## src/rtl/mdu_sched.sv

```systemverilog
// Multiply/divide unit scheduler: sequences busy/done timing and generates pipeline stalls.
// Define MDU_SCHED_PERF_EN to add the cumulative stall-cycle counter on stall_cnt.
module mdu_sched #(
   parameter int unsigned MULT_CYCLES = 5,
   parameter int unsigned DIV_CYCLES  = 10
) (
   input  logic        clk,
   input  logic        reset,
   input  logic        E_start,
   input  logic [1:0]  E_op,
   input  logic        D_hilo_use,
   input  logic        cancel,
   output logic        busy,
   output logic        done,
   output logic [3:0]  cnt,
   output logic        mdu_stall,
   output logic        F_enable,
   output logic        D_enable,
   output logic        E_flush,
   output logic [31:0] stall_cnt
);

   typedef enum logic [1:0] {IDLE, RUN, DONE} state_t;

   state_t     state;
   logic [3:0] load_cnt;

   assign load_cnt = E_op[1] ? 4'(DIV_CYCLES) : 4'(MULT_CYCLES);

   // busy and done are registered alongside the state so they are clean Moore outputs
   always_ff @(posedge clk or posedge reset) begin
      if (reset) begin
         state <= IDLE;
         cnt   <= 4'd0;
         busy  <= 1'b0;
         done  <= 1'b0;
      end else if (cancel) begin
         state <= IDLE;
         cnt   <= 4'd0;
         busy  <= 1'b0;
         done  <= 1'b0;
      end else begin
         case (state)
            IDLE: begin
               done <= 1'b0;
               if (E_start) begin
                  state <= RUN;
                  cnt   <= load_cnt;
                  busy  <= 1'b1;
               end
            end
            RUN: begin
               if (cnt <= 4'd1) begin
                  state <= DONE;
                  cnt   <= 4'd0;
                  busy  <= 1'b0;
                  done  <= 1'b1;
               end else begin
                  cnt <= cnt - 4'd1;
               end
            end
            DONE: begin
               done <= 1'b0;
               if (E_start) begin
                  state <= RUN;
                  cnt   <= load_cnt;
                  busy  <= 1'b1;
               end else begin
                  state <= IDLE;
                  cnt   <= 4'd0;
               end
            end
            default: begin
               state <= IDLE;
               cnt   <= 4'd0;
               busy  <= 1'b0;
               done  <= 1'b0;
            end
         endcase
      end
   end

   // A HI/LO consumer in D waits while an operation is issuing or running, never during reset
   assign mdu_stall = ~reset & D_hilo_use & (E_start | busy);
   assign F_enable  = ~mdu_stall;
   assign D_enable  = ~mdu_stall;
   assign E_flush   = mdu_stall;

`ifdef MDU_SCHED_PERF_EN
   logic [31:0] stall_q;

   always_ff @(posedge clk or posedge reset) begin
      if (reset)
         stall_q <= 32'd0;
      else if (mdu_stall)
         stall_q <= stall_q + 32'd1;
   end

   assign stall_cnt = stall_q;
`else
   assign stall_cnt = 32'd0;
`endif

endmodule

```

## config.mk

```make
export PLATFORM = sky130hd
export DESIGN_NAME = mdu_sched
export DESIGN_NICKNAME = d
export VERILOG_FILES = /design/src/rtl/mdu_sched.sv
export SDC_FILE = /design/constraint.sdc
export NUM_CORES = 1
export LEC_CHECK = 0
export BUFFER_PORTS_ARGS = -buffer_cell sky130_fd_sc_hd__buf_2
export CAP_MARGIN = 5
export CORE_MARGIN = 5
export CORE_UTILIZATION = 45
export CTS_CLUSTER_SIZE = 20
export DETAILED_ROUTE_END_ITERATION = 7
export PLACE_DENSITY = 0.83
export RECOVER_POWER = 100
export SLEW_MARGIN = 30
export SYNTH_ARGS = -nofsm -noshare
export SYNTH_HDL_FRONTEND = slang
export SYNTH_SLANG_ARGS = --single-unit
```

## constraint.sdc

```tcl
create_clock -name clk -period 2.8 [get_ports clk]
set_input_delay 0.56 -clock clk [delete_from_list [all_inputs] [get_ports clk]]
set_output_delay 0.56 -clock clk [all_outputs]
set_load 0.02 [all_outputs]
```

==> metrics <==
Max Cap Viol=0; Final setup viols=0; CP max FO=9; Fillers=188; Unique masters post-synth=31; RSZ-0062 raised after global routing=no; WL final=1.47 mm; most common cell after layout, fill and taps aside=conb_1; Critical path origin=reset; H-Tree Level Count=1; largest net degree at the start of global routing=12; Setup Slack @ Placement=0.859 ns; critical path's slowest cell=inv_1; Synth-to-Final Area Change=-5.98%; top-area cell type share of the netlist area=32.1%; Final Max Slew Viols=0; outcome=finished, final reports clean; Diodes inserted=0; hpwl dp=1.22 mm; cts bufs inserted=3; register bit count reported by yosys=8; VDD IR max=122 uV; CTS Hold Buffers Added=0; Final GP Congestion=0.809; Mapped Cells=91; Crit. End Element=primary output; core area=1710 sq um; fraction of layout cells with a size suffix above 1=11.5%; Mapped Avg Cell Area=8.73 sq um; Starting Density=46.5%; IO buf count=15; crit path kind=in -> out; CTS resizes=0; PD cells=479 nW/um^2; critical-path cell list=buf_2 -> inv_1 -> o211ai_1 -> inv_1 -> clkbuf_1; final worst-path cycle share=71.5%; Worst Skew=0.00720 ns; CP Data Arrival Time=1.44 ns; final hold viol count=0; final non-filler cell total=129; sequential area share after synthesis=25.2%; Max clock buf depth=2; Setup Fix Bufs, Post-CTS=0; area of the multi-input gates=400 sq um; CP max stage delay=0.26 ns; dpl cells=126; final worst slack=0.798 ns; first-pass GRT wire length=2.20 mm; Clock Latency Late Sink=0.25 ns; final global-route overflow total=0; Worst Path Required=2.24 ns; Layout Nets=115; die height=52.0 um; Vias=579; FF-to-FF Start=cnt[0]; Die W=52.0 um; drt first pass iters=4; Worst-path clk slew=0.06 ns; GRT Util Overall=10.9%; DRT iter0 DRCs=13; vias per inst=4.49; WHS=0.261 ns; Lkg Pwr=0.000376 uW; Rows=15; clock sink total=8; number of global-route vias before repair=505; DRC errors left=0; root buf cell=clkbuf_4; I/O pins=49; setup TNS=0 ns; die area=2710 sq um; CTS tree=done; final antenna-violating net count=0; register area=200 sq um; Worst R2R Setup Slack=1.31 ns; final core occ=43.7%; most used cell, CP=inv_1; worst min path class=in -> async; most frequent cells in the layout=32 x conb_1, 10 x clkbuf_1, 8 x inv_1, 8 x dfrtp_1, 5 x buf_2; leading area contributor after synthesis=buf_4; min Tclk post-route=2.00 ns; wire per inst=11.4 um; synthesized area=795 sq um; startpoint types=input pin; max frequency=499 MHz; Yosys warning total=0; main area contributors after synthesis=buf_4 32%, dfrtp_1 25%, inv_1 3.8%, ha_1 3.1%, nor4b_4 3.0%; initial antenna violation count=0
==> flip-flops by register name (all words and copies together) (netlist names) <==
signal and flops:
busy 1, state 2, done 1, cnt 4
==> Yosys cell counts <==
master     count
nor2_1         3
conb_1         1
o2111ai_1      1
nand3_1        1
nor4b_4        1
nor4_1         1
nand2b_4       1
a221oi_1       1
ha_1           2
buf_4         34
o21ai_2        1
o211a_1        1
nand4_1        1
o22ai_1        1
and2_1         1
o21ai_1        1
a32oi_1        1
and3_1         1
nand2b_1       2
o211ai_1       2
nor2b_1        2
o31ai_1        1
or2_4          1
a21oi_1        4
o21ai_0        3
o32a_1         1
dfrtp_1        8
buf_6          2
nor3b_1        2
nand2_2        1
inv_1          8
==> area by class of cell <==
cell class	count	share of cell area [%]
Clock buffer	3	3.02
Inverter	8	4.02
Multi-Input combinational cell	70	53.6
Sequential cell	8	26.8
Tap cell	25	4.19
Timing Repair Buffer	15	8.38
==> worst max-delay path, delay by kind of cell <==
kind	cells	cell delay, ns
AOI/OAI and AO/OA	1	0.19
buffers and inverters	4	0.69
==> report_power, final <==
| part | internal (uW) | total (uW) | switching, uW |
|---|---|---|---|
| clock network | 49.0 | 86.7 | 37.7 |
| registers | 125 | 143 | 17.4 |
| logic | 34.9 | 128 | 93.1 |
==> cells by family after synthesis <==
kind of cell	after synthesis	synth area share, %
adders and majority gates	2	3.15
AOI/OAI and AO/OA	18	15.6
DFF	8	25.2
other	1	0.472
buffers and inverters	44	38.7
and+or+nand+nor	18	16.9
==> routing by layer <==
layer	global-route usage [%]	routed length, um
met4	5.24	16
met5	0	0
met2	17.8	714
met3	2.58	180
met1	13.3	554
==> final timing paths <==
path	end	depth (start not counted)
setup / recovery	E_flush	5
hold / removal	cnt[2]	2
setup reg to reg	busy	5
hold reg to reg	done	1
max in group asynchronous	state[1]	2
min in group clk	done	1
==> stage by stage <==
stage	cell area (sq um)	total power, uW
2_1_floorplan	911	285
3_3_place_gp	739	270
3_5_place_dp	739	275
4_1_cts	762	363
5_1_grt	747	380
6_report	747	358
(Power assumes the default switching activity.)
